<file path="src/rtl/pixel_loader.sv">
// Assembles UART bytes (R, G, B) into 18-bit pixels and writes them row-major into a frame BRAM.
// Optional mid-pixel idle timeout is enabled with `define PIXEL_LOADER_TIMEOUT_EN.
module pixel_loader #(
  parameter int unsigned H_SIZE         = 607,
  parameter int unsigned V_SIZE         = 455,
  parameter int unsigned TIMEOUT_CYCLES = 1000000
) (
  input  logic        clk,
  input  logic        reset,
  input  logic        clear,
  input  logic [7:0]  rx_byte,
  input  logic        rx_flag,
  output logic        wr_en,
  output logic [18:0] wr_addr,
  output logic [17:0] wr_data,
  output logic        loaded,
  output logic        timeout_err
);

  typedef enum logic [1:0] {
    S_R    = 2'd0,
    S_G    = 2'd1,
    S_B    = 2'd2,
    S_DONE = 2'd3
  } state_e;

  localparam logic [18:0] LastAddr = 19'(H_SIZE * V_SIZE - 1);

  state_e      state_q, state_d;
  logic [5:0]  r_q, r_d;
  logic [5:0]  g_q, g_d;
  logic [18:0] count_q, count_d;
  logic        wr_en_q, wr_en_d;
  logic [18:0] wr_addr_q, wr_addr_d;
  logic [17:0] wr_data_q, wr_data_d;
  logic        loaded_q, loaded_d;

  // Only the top six bits of each colour byte are kept.
  logic unused_rx_lsbs;
  assign unused_rx_lsbs = ^rx_byte[1:0];

`ifdef PIXEL_LOADER_TIMEOUT_EN
  localparam int unsigned IdleW = (TIMEOUT_CYCLES > 1) ? $clog2(TIMEOUT_CYCLES + 1) : 1;
  localparam logic [IdleW-1:0] IdleLimit = IdleW'(TIMEOUT_CYCLES - 1);

  logic [IdleW-1:0] idle_q, idle_d;
  logic             timeout_q, timeout_d;
`else
  logic unused_cfg;
  assign unused_cfg = (TIMEOUT_CYCLES == 0);
`endif

  always_comb begin
    state_d   = state_q;
    r_d       = r_q;
    g_d       = g_q;
    count_d   = count_q;
    wr_en_d   = 1'b0;
    wr_addr_d = wr_addr_q;
    wr_data_d = wr_data_q;
    loaded_d  = loaded_q;
`ifdef PIXEL_LOADER_TIMEOUT_EN
    idle_d    = idle_q;
    timeout_d = 1'b0;
`endif

    if (clear) begin
      // Restart wins over a byte arriving in the same cycle; that byte is lost.
      state_d  = S_R;
      r_d      = '0;
      g_d      = '0;
      count_d  = '0;
      loaded_d = 1'b0;
`ifdef PIXEL_LOADER_TIMEOUT_EN
      idle_d   = '0;
`endif
    end else begin
      unique case (state_q)
        S_R: begin
          if (rx_flag) begin
            r_d     = rx_byte[7:2];
            state_d = S_G;
          end
        end
        S_G: begin
          if (rx_flag) begin
            g_d     = rx_byte[7:2];
            state_d = S_B;
          end
        end
        S_B: begin
          if (rx_flag) begin
            wr_en_d   = 1'b1;
            wr_addr_d = count_q;
            wr_data_d = {r_q, g_q, rx_byte[7:2]};
            if (count_q == LastAddr) begin
              // Count saturates on the final pixel; only clear/reset rewinds it.
              state_d  = S_DONE;
              loaded_d = 1'b1;
            end else begin
              count_d = count_q + 19'd1;
              state_d = S_R;
            end
          end
        end
        S_DONE: begin
          loaded_d = 1'b1;
        end
        default: begin
          state_d = S_R;
        end
      endcase

`ifdef PIXEL_LOADER_TIMEOUT_EN
      if (state_q == S_G || state_q == S_B) begin
        if (rx_flag) begin
          idle_d = '0;
        end else if (idle_q == IdleLimit) begin
          // Stalled mid-pixel: drop the partial colour and resync on the next R byte.
          state_d   = S_R;
          r_d       = '0;
          g_d       = '0;
          idle_d    = '0;
          timeout_d = 1'b1;
        end else begin
          idle_d = idle_q + 1'b1;
        end
      end else begin
        idle_d = '0;
      end
`endif
    end
  end

  always_ff @(posedge clk) begin
    if (reset) begin
      state_q   <= S_R;
      r_q       <= '0;
      g_q       <= '0;
      count_q   <= '0;
      wr_en_q   <= 1'b0;
      wr_addr_q <= '0;
      wr_data_q <= '0;
      loaded_q  <= 1'b0;
    end else begin
      state_q   <= state_d;
      r_q       <= r_d;
      g_q       <= g_d;
      count_q   <= count_d;
      wr_en_q   <= wr_en_d;
      wr_addr_q <= wr_addr_d;
      wr_data_q <= wr_data_d;
      loaded_q  <= loaded_d;
    end
  end

`ifdef PIXEL_LOADER_TIMEOUT_EN
  always_ff @(posedge clk) begin
    if (reset) begin
      idle_q    <= '0;
      timeout_q <= 1'b0;
    end else begin
      idle_q    <= idle_d;
      timeout_q <= timeout_d;
    end
  end

  assign timeout_err = timeout_q;
`else
  assign timeout_err = 1'b0;
`endif

  assign wr_en   = wr_en_q;
  assign wr_addr = wr_addr_q;
  assign wr_data = wr_data_q;
  assign loaded  = loaded_q;

endmodule

</file>
<file path="config.mk">
export PLATFORM = sky130hd
export DESIGN_NAME = pixel_loader
export DESIGN_NICKNAME = d
export VERILOG_FILES = /design/src/rtl/pixel_loader.sv
export SDC_FILE = /design/constraint.sdc
export NUM_CORES = 1
export LEC_CHECK = 0
export BUFFER_PORTS_ARGS = -buffer_cell sky130_fd_sc_hd__buf_2
export CAP_MARGIN = 20
export CORE_MARGIN = 2
export CORE_UTILIZATION = 30
export DETAILED_ROUTE_END_ITERATION = 8
export PLACE_DENSITY = 0.44
export SLEW_MARGIN = 20
export SYNTH_ARGS = -nofsm -noshare
export SYNTH_HDL_FRONTEND = slang
export SYNTH_SLANG_ARGS = --single-unit
</file>
<file path="constraint.sdc">
create_clock -name clk -period 2.4 [get_ports clk]
set_input_delay 0.12 -clock clk [delete_from_list [all_inputs] [get_ports clk]]
set_output_delay 0.12 -clock clk [all_outputs]
set_load 0.05 [all_outputs]
</file>
==> summary.md, run 1 <==
| Metric | Value |
|---|---|
| Final Util | `0.3677` |
| TritonCTS buffer count | `9` |
| Area of the multi-input gates | `0.001313 mm²` |
| Core Region | `0.009284 mm²` |
| Total GRT Usage | `0.1390` |
| Worst-Skew Late Latency | `0.34 ns` |
| Leakage power | `1.223 nW` |
| Largest net degree at the start of global routing | `39` |
| Synth Area in Compound Gates | `0.1241` |
| Worst vdd ir | `0.0002260 V` |
| Placer Congestion | `0.7714` |
| Largest family of logic cells by synthesized area | `simple AND/OR/NAND/NOR gates` |
| Critical Path Fanout Max | `7` |
| CP Launch Type | `flop` |
| Die W | `102.2 µm` |
| Clock skew | `0.005755 ns` |
| Critical-path cell list | `nor4_1, nand4b_1, o41ai_2, buf_4, xnor2_1, nor2_1` |
| Layout cells sized above 1 | `0.1912` |
| RSZ-0062 raised after global routing | `no` |
| Initial Util | `0.3116` |
| Netlist cell types | `36` |
| Status | `completed` |
| Via Count | `2464` |
| Slew HR | `0.5747` |
| Fillcell total | `1043` |
| Reg area | `0.001441 mm²` |
| YS warnings | `0` |
| Share of the synthesized area in the top cell type | `0.4983` |
| Setup CP Type | `flop to flop` |
| DP HPWL | `4.566 mm` |
| Syn_nets | `376` |
| Grt total ovfl | `0` |
| Final net count | `422` |
| WL/cell | `12.52 µm` |
| I/O pin count | `52` |
| Final ANT Viol Nets | `0` |
| Largest stage delay on the critical path | `0.53 ns` |
| Synth Flop Type | `dfxtp_1` |
| PwrDens | `605.5 mW/mm²` |
| Hold Fails Final Rpt | `0` |
| Setup TNS | `0 ns` |
| Most area-hungry cell type in the Yosys netlist | `dfxtp_1` |
| DRC violation count after routing | `0` |
| Initial antenna violation count | `0` |
| Sequential-to-total area share from yosys stat | `0.4983` |
| Final hold slack | `0.03203 ns` |
| Iter 0 DRT Violations | `93` |
| Mux cell area share after synthesis | `0` |
| # port buffers | `48` |
| CTS sink cnt | `72` |
| Synth Area in Adders | `0.02595` |
| Min Tclk post-route | `1.979 ns` |
| Clk pin slew, worst setup/hold paths | `0.08 ns` |
| Crit share post-route | `0.8245` |
| # setup viols final | `0` |
| Hold depth | `3` |
| Vias/cell | `4.588` |
| Total Die Area | `0.01044 mm²` |
| WL final | `6.722 mm` |
| # hold bufs at CTS | `0` |
| First-pass GRT wire length | `11.17 mm` |
| Post-Layout Cell Count | `537` |
| Root buffer cell | `clkbuf_8` |
| Post-synthesis register bit count | `72` |
| Reg2Reg Depth | `6` |
| EDFF count, synth | `0` |
| Worst Hold Class | `input port to flop` |
| Worst slew pin tran | `0.6379 ns` |
| Power Total | `2.067 mW` |
| Area Growth Syn to Fin | `17.99%` |
| # rows | `35` |
| # H-tree levels | `3` |
| PostCTS Resize Cnt | `0` |
| First-pass DRT Iterations | `4` |
| TritonCTS clock tree | `done` |
| Die height | `102.2 µm` |
| Total setup buffers inserted after CTS | `0` |
| Mean Syn Cell Area | `8.080 µm²` |
| Placed Cells | `522` |
| Area contributors post-synth | `dfxtp_1 (50%), nand2_1 (13%), a21oi_1 (9.0%), nand3_1 (3.5%), ha_1 (2.6%)` |
| Slew Limit Fails | `0` |
| Post-Synthesis Cells | `358` |
| Cell area after synthesis | `0.002893 mm²` |
| Async SR Flop Fraction | `0` |
| Max Cap Viol | `0` |
| N_diodes | `0` |
| Crit. End Element | `flop` |
| Synth Area in Simple Gates | `0.2621` |
| Worst Path Required | `2.61 ns` |
| Arrival @ worst endpoint | `2.19 ns` |
| Post-synthesis xor/xnor area fraction | `0.03936` |
| Critical Path Slowest Stage Cell | `o41ai_2` |
| Vias in the first global route | `2260` |
| Clock Path Buffers | `2` |
| Fmax | `505.4 MHz` |
## power breakdown
group          switching (mW)  total, mW  leakage [nW]  internal [mW]
sequential            0.00290       1.20         0.580           1.20
combinational          0.0511     0.0687         0.557         0.0177
clock                   0.436      0.796        0.0854          0.360
## area by class of cell
type / count / area share
tap: 129 / 0.04729
multi-input combinational: 254 / 0.3845
inverter: 10 / 0.01100
clock inverter: 5 / 0.007331
timing repair buffer: 57 / 0.09018
sequential: 72 / 0.4223
clock buffer: 10 / 0.03739
## placed cells by master (no fill, tap or decap), drive strengths merged, types with 2 or more instances in the layout
master  count
a21oi      52
and2        2
buf        57
clkbuf     10
clkinv      5
dfxtp      72
ha          6
inv        10
nand2     101
nand3      21
nand4       5
nor2       20
nor3        3
nor4        7
o211ai      2
o21ai       5
o31a        2
or3         3
or4         2
xnor2       7
xor2        6
## cell usage after synthesis, drive strengths merged, types with 3 or more instances
cell type    n
a21oi       52
buf          9
clkbuf      13
dfxtp       72
ha           6
inv         10
nand2      101
nand3       21
nand4        5
nor2        20
nor3         3
nor4         7
o21ai        5
or3          3
xnor2        7
xor2         6
## worst paths after layout
| check | start | to | slack (ns) |
|---|---|---|---|
| setup / recovery | count_q[14] | count_q[0] | 0.42 |
| hold / removal | rx_byte[4] | wr_data[2] | 0.03 |
| setup reg to reg | count_q[14] | count_q[0] | 0.42 |
| hold reg to reg | r_q[5] | wr_data[17] | 0.45 |
## sequential cells by signal (all words and copies together) (netlist names)
name     flops
wr_data     18
count_q     19
state_q      2
r_q          6
g_q          6
wr_addr     19
loaded       1
wr_en        1
## worst max-delay path, delay by kind of cell (launching register included)
| family | cells | cell delay, ns |
|---|---|---|
| AO/OA/AOI/OAI | 1 | 0.53 |
| buffers and inverters | 1 | 0.24 |
| AND/OR/NAND/NOR | 3 | 0.57 |
| XOR/XNOR | 1 | 0.12 |
| flip-flops | 1 | 0.37 |
## through the flow
stage               cell area [µm²]  setup WS, ns
floorplan                      2893        0.6658
global placement               3261        0.5034
detailed placement             3261        0.4880
CTS                            3413        0.4630
global route                   3413        0.2486
finish                         3413        0.4212
## layer usage
metal	track usage	vias up	wire length, µm
met1	0.2030	1109	3579
met2	0.1908	53	2761
met3	0.03215	11	243
met4	0.06769	0	138
li1	-	1291	-
met5	0	-	0
## kinds of logic after synthesis
logic type | Yosys count
XOR/XNOR | 13
adder cells (fa/ha/maj) | 6
AO/OA/AOI/OAI | 65
other | 1
buffers and inverters | 32
flip-flops | 72
AND/OR/NAND/NOR | 169
(Power assumes the default switching activity.)
==> inputs of run 2 (changes only) <==
Settings changed: PLACE_DENSITY 0.44 to 0.46.
Clock period 2.4 ns to 1.8 ns, I/O delays scaled along.
==> run 2 against run 1 <==
Against the previous run: critical path depth unchanged; sequential power rose by 33%; non-clock buffer count increased by 28; sequential cell count stayed put; critical path type unchanged; combinational power increased by 54%.
==> summary.md, run 2 (same netlist as run 1, synthesis figures left out) <==
| Metric | Value |
|---|---|
| Status | `completed` |
| Vias in the first global route | `2432 (+7.6%)` |
| Iter 0 DRT Violations | `102 (+9.7%)` |
| Sequential Power Share | `0.468 (-0.114)` |
| Final ANT Viol Nets | `0 (unchanged)` |
| Die height | `102.2 µm (unchanged)` |
| Commonest non-fill, non-tap cell in the layout | `nand2_1` |
| Final Util | `0.4065 (+0.03881)` |
| Die W | `102.2 µm (unchanged)` |
| Setup TNS | `0 ns (unchanged)` |
| TritonCTS buffer count | `9 (unchanged)` |
| Crit. End Element | `flop` |
| TritonCTS clock tree | `done` |
| Layout cells sized above 1 | `0.2380 (+0.04681)` |
| Setup CP Type | `flop to flop` |
| N_diodes | `0 (unchanged)` |
| Initial antenna violation count | `0 (unchanged)` |
| Fmax | `600.3 MHz (+19%)` |
| Leakage power | `1.416 nW (+16%)` |
| Crit share post-route | `0.9254 (+0.1009)` |
| DP HPWL | `4.820 mm (+5.6%)` |
| Critical Path Slowest Stage Cell | `or4_1` |
| Via Count | `2590 (+5.1%)` |
| Worst Path Required | `2.09 ns (-0.52 ns)` |
| Total GRT Usage | `0.1462 (+0.007228)` |
| Clock skew | `0.006474 ns (+0.0007189 ns)` |
| Max Cap Viol | `0 (unchanged)` |
| Worst vdd ir | `0.0003907 V (+73%)` |
| Worst-Skew Late Latency | `0.34 ns (about the same)` |
| First-pass DRT Iterations | `4 (unchanged)` |
| Hold Fails Final Rpt | `0 (unchanged)` |
| Min Tclk post-route | `1.666 ns (-0.3130 ns)` |
| Slew Limit Fails | `0 (unchanged)` |
| Clock Path Buffers | `2 (unchanged)` |
| CP Launch Type | `flop` |
| I/O pin count | `52 (unchanged)` |
| Clk pin slew, worst setup/hold paths | `0.08 ns (about the same)` |
| R2R setup slack | `0.13 ns (-0.29 ns)` |
| Initial Util | `0.3116 (unchanged)` |
| CTS sink cnt | `72 (unchanged)` |
| Largest net degree at the start of global routing | `39 (unchanged)` |
| Vias/cell | `4.576 (-0.27%)` |
| Critical-path cell list | `ha_1, nand4_1, nor4_2, inv_1, or4_1, nand2_1` |
| # H-tree levels | `3 (unchanged)` |
| Grt total ovfl | `0 (unchanged)` |
| Internal power | `2.728 mW (+73%)` |
| PwrDens | `906.3 mW/mm² (+50%)` |
| Arrival @ worst endpoint | `1.96 ns (-0.23 ns)` |
| Fillcell total | `1008 (-3.4%)` |
| Critical Path Fanout Max | `4 (-3)` |
| Logic pwr share | `0.031 (-0.002)` |
| WL/cell | `12.16 µm (-2.9%)` |
| Net Sw Frac | `0.2023 (-0.03459)` |
| Reg2Reg Depth | `6 (unchanged)` |
| Placer Congestion | `0.8137 (+5.5%)` |
| Core Region | `0.009284 mm² (unchanged)` |
| Largest stage delay on the critical path | `0.46 ns (-0.07 ns)` |
| # rows | `35 (unchanged)` |
| Clock power share | `0.501 (+0.116)` |
| DRC violation count after routing | `0 (unchanged)` |
| First-pass GRT wire length | `11.76 mm (+5.3%)` |
| # port buffers | `48 (unchanged)` |
| WL final | `6.880 mm (+2.4%)` |
| Sw Pwr | `0.6919 mW (+41%)` |
| RSZ-0062 raised after global routing | `no` |
| Most frequent cells in the layout | `nand2_1 (101), dfxtp_1 (72), a21oi_1 (52)` |
| Root buffer cell | `clkbuf_8` |
| # setup viols final | `0 (unchanged)` |
| Hold depth | `3 (unchanged)` |
| Final net count | `450 (+6.6%)` |
| Worst Hold Class | `input port to flop` |
| Total Die Area | `0.01044 mm² (unchanged)` |
| Area Growth Syn to Fin | `30.45%` |
[run 2: cell count changes in the layout (fill, tap and decap cells not counted), sizes merged]
cell / previous run / this run
buf: 57 / 80
bufinv: 0 / 4
clkinv: 5 / 2
dlygate4sd3: 0 / 5
[run 2: area by class of cell]
cell class | count | area [µm²] | area share
Tap cell | 129 | 161.4 | 0.04277
Clock buffer | 10 | 137.6 | 0.03647
Multi-Input combinational cell | 254 | 1319 | 0.3495
Inverter | 10 | 37.54 | 0.009947
Clock inverter | 6 | 130.1 | 0.03448
Sequential cell | 72 | 1441 | 0.3820
Timing Repair Buffer | 85 | 546.8 | 0.1449
[run 2: worst max-delay path, delay by kind of cell, from the launching register on]
kind,cells,cell delay (ns)
adder cells (fa/ha/maj),1,0.20
AND/OR/NAND/NOR,4,0.94
buffers and inverters,1,0.09
flip-flops,1,0.38
[run 2: through the flow]
step,total power [mW],instance area (µm²),std cells,setup slack [ns],hold WS [ns]
6_report,3.420,3774,566,0.1342,0.02962
3_5_place_dp,1.738,3446,545,0.1001,0.3687
3_3_place_gp,1.738,3446,545,0.1141,0.3621
5_1_grt,3.572,3774,566,0.005355,0.01555
2_1_floorplan,1.699,2893,358,0.06580,0.2260
4_1_cts,3.468,3764,566,0.07876,0.01486
[run 2: power by group through the flow]
| stage | combinational [mW] | clock (mW) | sequential [mW] |
|---|---|---|---|
| finish | 0.106 | 1.71 | 1.60 |
| global route | 0.119 | 1.85 | 1.60 |
| CTS | 0.108 | 1.76 | 1.60 |
| detailed placement | 0.0992 | 0 | 1.64 |
| global placement | 0.0991 | 0 | 1.64 |
| floorplan | 0.0597 | 0 | 1.64 |
[run 2: repair_timing]
| action | 4_1_cts | 5_1_grt |
|---|---|---|
| hold buffers | 5 | 0 |
| gates resized for setup | 0 | 2 |
| endpoints found under the setup margin | 0 | 27 |
| setup buffers | 0 | 0 |
| hold endpoints to repair | 6 | 0 |
[run 2: final timing paths]
path / startpoint / end
max: count_q[0] / count_q[14]
min: rx_byte[7] / wr_data[5]
max reg2reg: count_q[0] / count_q[14]
min reg2reg: wr_addr[11] / wr_addr[11]
[run 2: per-layer routing]
metal	up-vias	GRT usage	part of all wire
met5	-	0	0
met4	0	0.05026	0.011
met3	6	0.04583	0.044
met2	51	0.2156	0.43
met1	1194	0.2024	0.51
li1	1339	-	-
